===== src/rtl/pipeline_hazard_ctrl.sv =====
// pipeline_hazard_ctrl: decode-stage scoreboard stall plus redirect/flush FSM
module pipeline_hazard_ctrl #(
  parameter int SB_DEPTH     = 3,
  parameter int WB_BYPASS    = 1,
  parameter int FLUSH_CYCLES = 1
) (
  input  logic        clk,
  input  logic        reset_n,
  input  logic        id_valid,
  input  logic [4:0]  id_rs1,
  input  logic [4:0]  id_rs2,
  input  logic        id_rs1_used,
  input  logic        id_rs2_used,
  input  logic [4:0]  id_rd,
  input  logic        id_wb_we,
  input  logic        id_jump,
  input  logic        ex_branch_taken,
  output logic        stall_data_hazard,
  output logic        stall_fetch,
  output logic        flush_fetch,
  output logic        flush_decode,
  output logic [1:0]  pc_sel,
  output logic [31:0] busy_mask,
  output logic [15:0] stall_count
);
  localparam int HZ_N = SB_DEPTH - WB_BYPASS;
  typedef enum logic {RUN, SQUASH} state_t;
  state_t            state;
  logic [1:0]        cnt;
  logic [SB_DEPTH-1:0] sb_valid;
  logic [4:0]        sb_rd [SB_DEPTH];
  logic              m1, m2, in_sq, squash, hz, jmp, ins;
  // compare decode sources against entries that have not yet reached writeback
  always_comb begin
    m1 = 1'b0;
    m2 = 1'b0;
    for (int i = 0; i < HZ_N; i++) begin
      m1 = m1 | (sb_valid[i] & (sb_rd[i] == id_rs1));
      m2 = m2 | (sb_valid[i] & (sb_rd[i] == id_rs2));
    end
  end
  assign in_sq  = (state == SQUASH);
  assign squash = in_sq | ex_branch_taken;
  assign hz     = id_valid & ~squash &
                  ((id_rs1_used & (id_rs1 != 5'd0) & m1) | (id_rs2_used & (id_rs2 != 5'd0) & m2));
  assign jmp    = id_valid & id_jump & ~squash & ~hz;
  assign ins    = id_valid & ~hz & ~squash & id_wb_we & (id_rd != 5'd0);
  assign stall_data_hazard = hz;
  assign stall_fetch       = hz;
  assign flush_decode      = squash;
  assign flush_fetch       = ex_branch_taken | jmp;
  assign pc_sel = ex_branch_taken ? 2'b10 : in_sq ? 2'b00 : hz ? 2'b11 : jmp ? 2'b01 : 2'b00;
  // pending-register view of every valid entry, writeback included
  always_comb begin
    busy_mask = '0;
    for (int i = 0; i < SB_DEPTH; i++)
      if (sb_valid[i]) busy_mask[sb_rd[i]] = 1'b1;
    busy_mask[0] = 1'b0;
  end
  // scoreboard advances every cycle; a stalled or squashed slot becomes a bubble
  always_ff @(posedge clk or negedge reset_n) begin
    if (!reset_n) begin
      sb_valid <= '0;
      for (int i = 0; i < SB_DEPTH; i++) sb_rd[i] <= 5'd0;
    end else begin
      sb_valid <= {sb_valid[SB_DEPTH-2:0], ins};
      sb_rd[0] <= id_rd;
      for (int i = 1; i < SB_DEPTH; i++) sb_rd[i] <= sb_rd[i-1];
    end
  end
  // redirect FSM: a taken branch always (re)arms the squash window
  always_ff @(posedge clk or negedge reset_n) begin
    if (!reset_n) begin
      state <= RUN;
      cnt   <= 2'd0;
    end else if (ex_branch_taken || (state == RUN && jmp)) begin
      state <= SQUASH;
      cnt   <= 2'(FLUSH_CYCLES);
    end else if (state == SQUASH) begin
      if (cnt == 2'd1) state <= RUN;
      else cnt <= cnt - 2'd1;
    end
  end
  // saturating hazard-stall counter
  always_ff @(posedge clk or negedge reset_n) begin
    if (!reset_n) stall_count <= 16'd0;
    else if (hz && stall_count != 16'hFFFF) stall_count <= stall_count + 16'd1;
  end
endmodule

===== config.mk =====
export PLATFORM = sky130hd
export DESIGN_NAME = pipeline_hazard_ctrl
export DESIGN_NICKNAME = d
export VERILOG_FILES = /design/src/rtl/pipeline_hazard_ctrl.sv
export SDC_FILE = /design/constraint.sdc
export NUM_CORES = 1
export LEC_CHECK = 0
export CAP_MARGIN = 10
export CELL_PAD_IN_SITES_DETAIL_PLACEMENT = 1
export CELL_PAD_IN_SITES_GLOBAL_PLACEMENT = 2
export CORE_MARGIN = 1.5
export CORE_UTILIZATION = 27
export DETAILED_ROUTE_END_ITERATION = 6
export PLACE_DENSITY = 0.92
export SLEW_MARGIN = 20
export SYNTH_ARGS = -nofsm -noshare
export SYNTH_HDL_FRONTEND = slang
export SYNTH_SLANG_ARGS = --single-unit

===== constraint.sdc =====
create_clock -name clk -period 5.3 [get_ports clk]
set_clock_uncertainty 0.15 [all_clocks]
set_input_delay 1.59 -clock clk [delete_from_list [all_inputs] [get_ports clk]]
set_output_delay 1.59 -clock clk [all_outputs]
set_load 0.005 [all_outputs]

# Word level (Yosys, flattened, before mapping)
# Index checks and enable logic that the tools add are counted.
[word_totals]
ff_bits = 37
latch_bits = 0
ramBits = 0
romBits = 0
out_inout_bits = 54
word_cells = 79
mem_count = 0
[op_classes]
addsub = 2
n_mul = 0
div_mod_pow = 0
n_lt_le_gt_ge = 6
eq_ne = 7
shifts = 0
muxes = 19
n_bitwise = 27
reduce_logical = 11
[op_table]
columns = ["cell", "count"]
rows = [
  ["two-way mux 32 bit", 3],
  ["OR 32 bit", 2],
  ["equality test 5 bit", 4],
  ["less-than comparator 5 x 6 -> 1 bit (second input constant)", 3],
  ["bitwise AND 1 bit", 17],
  ["adder 16 x 1 -> 16 bit (second input constant)", 1],
  ["inequality test 16 bit (second input constant)", 1],
  ["demux 1 bit (select 5 bit)", 3],
  [">= comparator 5 x 1 -> 1 bit (second input constant)", 3],
  ["nonzero test 5 bit", 3],
  ["two-way mux 2 bit", 6],
  ["two-way mux 1 bit", 7],
  ["logical AND 1 bit", 5],
  ["OR 1 bit", 5],
  ["NOT 1 bit", 3],
  ["equality test 2 x 1 -> 1 bit (second input constant)", 1],
  ["inequality test 2 bit (second input constant)", 1],
  ["AND reduction 2 bit", 1],
  ["nonzero test 2 bit", 1],
  ["subtractor 2 x 1 -> 2 bit (second input constant)", 1],
  ["logical OR 1 bit", 1],
]

# Depth between registers and ports, before layout
[logic_depth]
word_depth = 12
mapped_depth = 9
ltp_nobuf = 7

# Worst setup path before layout
# OpenSTA, ideal clock, no wires.
[synth_path]
path_kind = "in2out"
startpoint = "in id_rs2[0]"
endpoint = "out pc_sel[1]"
arrival_time_ns = 3.072
required_time_ns = 3.560
setup_slack_ns = 0.488
cell_stages = 5
cell_sequence = "or4_1 > o21a_1 > a22oi_1 > nor2b_1 > or2_2"
[synth_via]
elab_chain_cells = 9
[synth_lines]
columns = ["element", "line", "text"]
rows = [
  ["start: declaration", "11", "input logic [4:0] id_rs2,"],
  ["equality test 5 bit", "39", "m2 = m2 | (sb_valid[i] & (sb_rd[i] == id_rs2));"],
  ["bitwise AND 1 bit", "39", ""],
  ["OR 1 bit", "39", ""],
  ["bitwise AND 1 bit *", "45", "((id_rs1_used & (id_rs1 != 5'd0) & m1) | (id_rs2_used & (id_rs2 != 5'd0) & m2));"],
  ["OR 1 bit *", "45", ""],
  ["bitwise AND 1 bit *", "44", "assign hz = id_valid & ~squash &"],
  ["named net stall_data_hazard", "18", "output logic stall_data_hazard,"],
  ["two-way mux 2 bit * (3 in series)", "52", "assign pc_sel = ex_branch_taken ? 2'b10 : in_sq ? 2'b00 : hz ? 2'b11 : jmp ? 2'b01 : 2'b00;"],
  ["end: declaration", "22", "output logic [1:0] pc_sel,"],
]
# Mark *: on every way through the listed nets, which the timed path passes. The rest lies on a longest branch.

# Final worst setup path
[layout_path]
startpoint = "in id_rs1[0]"
endpoint = "out flush_fetch"
[layout_via]
elab_chain_cells = 9
[layout_lines]
columns = ["element", "line", "text"]
rows = [
  ["start: declaration", "10", "input logic [4:0] id_rs1,"],
  ["equality test 5 bit", "38", "m1 = m1 | (sb_valid[i] & (sb_rd[i] == id_rs1));"],
  ["bitwise AND 1 bit", "38", ""],
  ["OR 1 bit", "38", ""],
  ["bitwise AND 1 bit *", "45", ""],
  ["OR 1 bit *", "45", ""],
  ["bitwise AND 1 bit *", "44", ""],
  ["NOT 1 bit *", "46", "assign jmp = id_valid & id_jump & ~squash & ~hz;"],
  ["bitwise AND 1 bit *", "46", ""],
  ["OR 1 bit *", "51", "assign flush_fetch = ex_branch_taken | jmp;"],
  ["end: declaration", "20", "output logic flush_fetch,"],
]
# Mark *: on every way between the ends. The rest lies on a longest branch, timed or not.

==> report_table.html <==
<table>
<tr><th>Metric</th><th>Value</th></tr>
<tr><th colspan="2">Status</th></tr>
<tr><td>Run status</td><td>finished, final reports clean</td></tr>
<tr><th colspan="2">Yosys</th></tr>
<tr><td>Most frequently used flop master after synthesis</td><td>dfrtp_1</td></tr>
<tr><td>Simple-Gate Fraction of Synth Area</td><td>31.6%</td></tr>
<tr><td>Post-synthesis instance area</td><td>2540 µm²</td></tr>
<tr><td>Post-synthesis adder-cell area fraction</td><td>0.986%</td></tr>
<tr><td>Share of the synthesized area in compound gates (AO/OA/AOI/OAI)</td><td>13.4%</td></tr>
<tr><td>Cell with the most instances after synthesis</td><td>nand2_1</td></tr>
<tr><td>Number of warning messages in the yosys log</td><td>0</td></tr>
<tr><td>Proportion of netlist area held by the largest area contributor</td><td>36.5%</td></tr>
<tr><td>Dominant combinational cell family by area after synthesis</td><td>simple AND/OR/NAND/NOR gates</td></tr>
<tr><td>Fraction of synthesis flops using an asynchronous set or reset pin</td><td>100%</td></tr>
<tr><td>Synth cell count leaders</td><td>68 x nand2_1, 37 x dfrtp_1, 29 x a22oi_1, 27 x xnor2_1, 18 x nor2_1</td></tr>
<tr><td>Synthesized area per cell</td><td>8.49 µm²</td></tr>
<tr><td>Number of storage elements in the synthesis netlist</td><td>37</td></tr>
<tr><td>Nets in the synthesized netlist</td><td>324</td></tr>
<tr><td>Sequential element share of the synthesized area</td><td>36.5%</td></tr>
<tr><td>Cell variety after synth</td><td>42</td></tr>
<tr><td>Most area-hungry cell type in the Yosys netlist</td><td>dfrtp_1</td></tr>
<tr><td>Number of enable-type register cells in the synthesized netlist</td><td>0</td></tr>
<tr><td>Post-Synth XOR/XNOR Area</td><td>12.1%</td></tr>
<tr><td>Cell count after synthesis</td><td>299</td></tr>
<tr><td>Largest cells by area after synthesis</td><td>dfrtp_1 36%, nand2_1 10%, xnor2_1 9.3%, a22oi_1 8.6%, nor3b_1 4.1%</td></tr>
<tr><td>Multiplexer share of the synthesized area</td><td>0.838%</td></tr>
<tr><th colspan="2">STA</th></tr>
<tr><td>Worst-Margin Slew</td><td>0.722 ns</td></tr>
<tr><td>Hold Fails Final Rpt</td><td>0</td></tr>
<tr><td>Slew margin rel.</td><td>51.7%</td></tr>
<tr><td>Highest clock frequency the design can meet</td><td>193 MHz</td></tr>
<tr><td>Post-Route Setup TNS</td><td>0 ns</td></tr>
<tr><td>Final count of negative-setup-slack endpoints</td><td>0</td></tr>
<tr><td>Setup repair after global routing missed its margin</td><td>false</td></tr>
<tr><td>Tightest hold margin</td><td>0.348 ns</td></tr>
<tr><td>Post-layout min period</td><td>5.19 ns</td></tr>
<tr><td>Fin crit share</td><td>97.9%</td></tr>
<tr><td>Final-report max-slew violation count</td><td>0</td></tr>
<tr><th colspan="2">Critical path</th></tr>
<tr><td>CP max FO</td><td>3</td></tr>
<tr><td>Top delay family on crit path</td><td>buffers and inverters</td></tr>
<tr><td>Nature of the critical path endpoint</td><td>output port</td></tr>
<tr><td>Data required time of the worst path</td><td>3.56 ns</td></tr>
<tr><td>Slowest stage cell on the critical path</td><td>clkdlybuf4s50_1</td></tr>
<tr><td>Worst Path Buf+Inv</td><td>5</td></tr>
<tr><td>Startpoint types</td><td>primary input</td></tr>
<tr><td>Critical path's largest stage delay</td><td>0.47 ns</td></tr>
<tr><td>List of cells traversed by the critical path</td><td>clkdlybuf4s50_1, buf_4, xnor2_1, nand4_1, o22ai_2, a22oi_1, buf_4, buf_4, a31o_4, clkdlybuf4s15_2</td></tr>
<tr><td>Critical path start-end classification</td><td>in -&gt; out</td></tr>
<tr><td>Critical path's most frequent cell</td><td>buf_4</td></tr>
<tr><td>Endpoint arrival time on the critical path</td><td>3.45 ns</td></tr>
<tr><th colspan="2">Clocking</th></tr>
<tr><td>Clk_lat worst skew</td><td>0.28 ns</td></tr>
<tr><td>Cell at the root of the clock tree</td><td>clkbuf_8</td></tr>
<tr><td>Clk sink count</td><td>37</td></tr>
<tr><td>TritonCTS clock tree</td><td>yes</td></tr>
<tr><td>H-tree depth</td><td>2</td></tr>
<tr><td>Clock-pin slew of the registers on the worst-case setup and hold paths</td><td>0.08 ns</td></tr>
<tr><td>Maximum buffer depth of the clock tree</td><td>2</td></tr>
<tr><td>Number of CTS-inserted buffers</td><td>5</td></tr>
<tr><th colspan="2">Cells and area</th></tr>
<tr><td>Post-Layout Cell Count</td><td>500</td></tr>
<tr><td>Layout cell share with drive strength beyond 1</td><td>11.4%</td></tr>
<tr><td>Layout-stage area growth over the synthesis result</td><td>43.8%</td></tr>
<tr><td>Final Core Density</td><td>39.7%</td></tr>
<tr><td>Number of nets at the end of the flow</td><td>411</td></tr>
<tr><th colspan="2">Place</th></tr>
<tr><td>HPWL reported at the end of detailed placement</td><td>6.20 mm</td></tr>
<tr><td>Placed insts</td><td>488</td></tr>
<tr><td>Final Wtd Congestion</td><td>0.799</td></tr>
<tr><td># port buffers</td><td>75</td></tr>
<tr><th colspan="2">Route</th></tr>
<tr><td>Routed wire length per instance</td><td>16.7 µm</td></tr>
<tr><td>Remaining number of nets flagged by the antenna check after routing</td><td>0</td></tr>
<tr><td>Detailed-route via count</td><td>2664</td></tr>
<tr><td>Number of DRC markers after the initial detailed-route iteration</td><td>62</td></tr>
<tr><td>Routed wire length</td><td>8.33 mm</td></tr>
<tr><td>Via-per-instance ratio</td><td>5.33</td></tr>
<tr><td>1st-pass router iterations</td><td>5</td></tr>
<tr><td>Number of remaining DRC errors</td><td>0</td></tr>
<tr><th colspan="2">Die</th></tr>
<tr><td># IOs</td><td>77</td></tr>
<tr><td>Total Die Area</td><td>9990 µm²</td></tr>
<tr><td>Die W</td><td>99.9 µm</td></tr>
<tr><td>Die height</td><td>99.9 µm</td></tr>
<tr><td>Floorplan row count</td><td>35</td></tr>
<tr><td>Core box area</td><td>9200 µm²</td></tr>
<tr><td>Effective utilization at floorplan</td><td>27.6%</td></tr>
<tr><th colspan="2">Job</th></tr>
<tr><td>Max-cap violation count</td><td>0</td></tr>
<tr><th colspan="2">Power</th></tr>
<tr><td>Lkg Pwr</td><td>1.66 nW</td></tr>
<tr><td>Largest voltage drop on the vdd net</td><td>0.133 mV</td></tr>
<tr><td>P per Cell Area</td><td>159 nW/µm²</td></tr>
<tr><td>Total power draw</td><td>0.582 mW</td></tr>
<tr><th colspan="2">Global route</th></tr>
<tr><td>Initial antenna violation count</td><td>2</td></tr>
<tr><td>Maximum number of pins on one net before global-route repair</td><td>38</td></tr>
<tr><td>Global-route wire length before repair</td><td>13.5 mm</td></tr>
<tr><td>Vias in the first global route</td><td>2731</td></tr>
<tr><td>GRT Util Overall</td><td>16.8%</td></tr>
<tr><td>Overflow left after global routing</td><td>0</td></tr>
<tr><th colspan="2">Min path</th></tr>
<tr><td>Worst Hold Class</td><td>reg -&gt; reg</td></tr>
</table>
## metal layers
metal / track usage (%) / vias to the layer above / wire (µm)
li1: - / 1222 / -
met1: 20.7 / 1307 / 3570
met2: 29.7 / 119 / 4080
met3: 2.65 / 16 / 557
met4: 5.85 / 0 / 113
met5: 0 / - / 0
## layout make-up
cell class | instances | area (µm²)
multi-input cells | 238 | 1530
well taps | 111 | 139
clock buffers | 5 | 68.8
diodes | 2 | 5.00
clock inverters | 3 | 22.5
fillers | 1115 | 5550
repair buffers | 98 | 933
flip-flops and latches | 37 | 926
inverters | 6 | 22.5
## where the power goes
group | switching (mW) | internal (mW) | total (mW)
logic | 0.0356 | 0.0455 | 0.0811
clock network | 0.100 | 0.0931 | 0.193
registers | 0.0180 | 0.289 | 0.307
## what timing repair did
action,4_1_cts,5_1_grt
setup endpoints to repair,5,4
setup buffers,1,1
gates resized for setup,11,10
pin swaps,1,6
hold endpoints to repair,0,0
hold buffers,0,0
## metrics by stage
stage	setup slack (ns)	instance area (µm²)
6_report	0.109	3650
5_1_grt	0.00711	3650
4_1_cts	-0.0596	3610
3_5_place_dp	-0.288	3490
3_3_place_gp	-0.257	3490
2_1_floorplan	0.488	2540
## placed cells by master (no fill, tap or decap), types with 3 or more instances in the layout
master	netlist	final
a222oi_1	3	3
a22oi_1	29	29
and3_1	12	12
and3b_1	8	8
buf_4	2	23
clkbuf_8	0	5
clkdlybuf4s50_1	0	63
dfrtp_1	37	37
dlygate4sd2_1	0	3
dlymetal6s2s_1	0	7
inv_1	6	6
nand2_1	68	68
nand2b_1	4	4
nand3_1	6	6
nand4_1	8	8
nor2_1	18	18
nor3_1	3	3
nor3b_1	14	14
xnor2_1	27	26
xor2_1	8	8
## final timing paths
path                                            start                     endpoint  slack (ns)  cells after the start
max reg2reg                stall_count[0]$_DFFE_PN0P_   stall_count[1]$_DFFE_PN0P_        2.67                      6
min                        stall_count[9]$_DFFE_PN0P_   stall_count[9]$_DFFE_PN0P_        0.35                      1
min in group asynchronous                     reset_n  stall_count[14]$_DFFE_PN0P_        1.57                      2
max in group asynchronous                     reset_n           sb_rd[6]$_DFF_PN0_        3.12                      2
min reg2reg                stall_count[9]$_DFFE_PN0P_   stall_count[9]$_DFFE_PN0P_        0.35                      1
max                                         id_rs1[0]                  flush_fetch        0.11                     10
## cells by family after synthesis
group	count (synthesis)
AO/OA/AOI/OAI	43
XOR/XNOR	35
adder cells (fa/ha/maj)	2
buffers and inverters	24
flip-flops	37
multiplexers	2
other	1
AND/OR/NAND/NOR	155
## flip-flops by register name, indices dropped and copies added (netlist names)
name and count:
cnt 2, in_sq 1, sb_rd 15, sb_valid 3
stall_count 16
No activity file was read; power rests on OpenSTA's default activity.
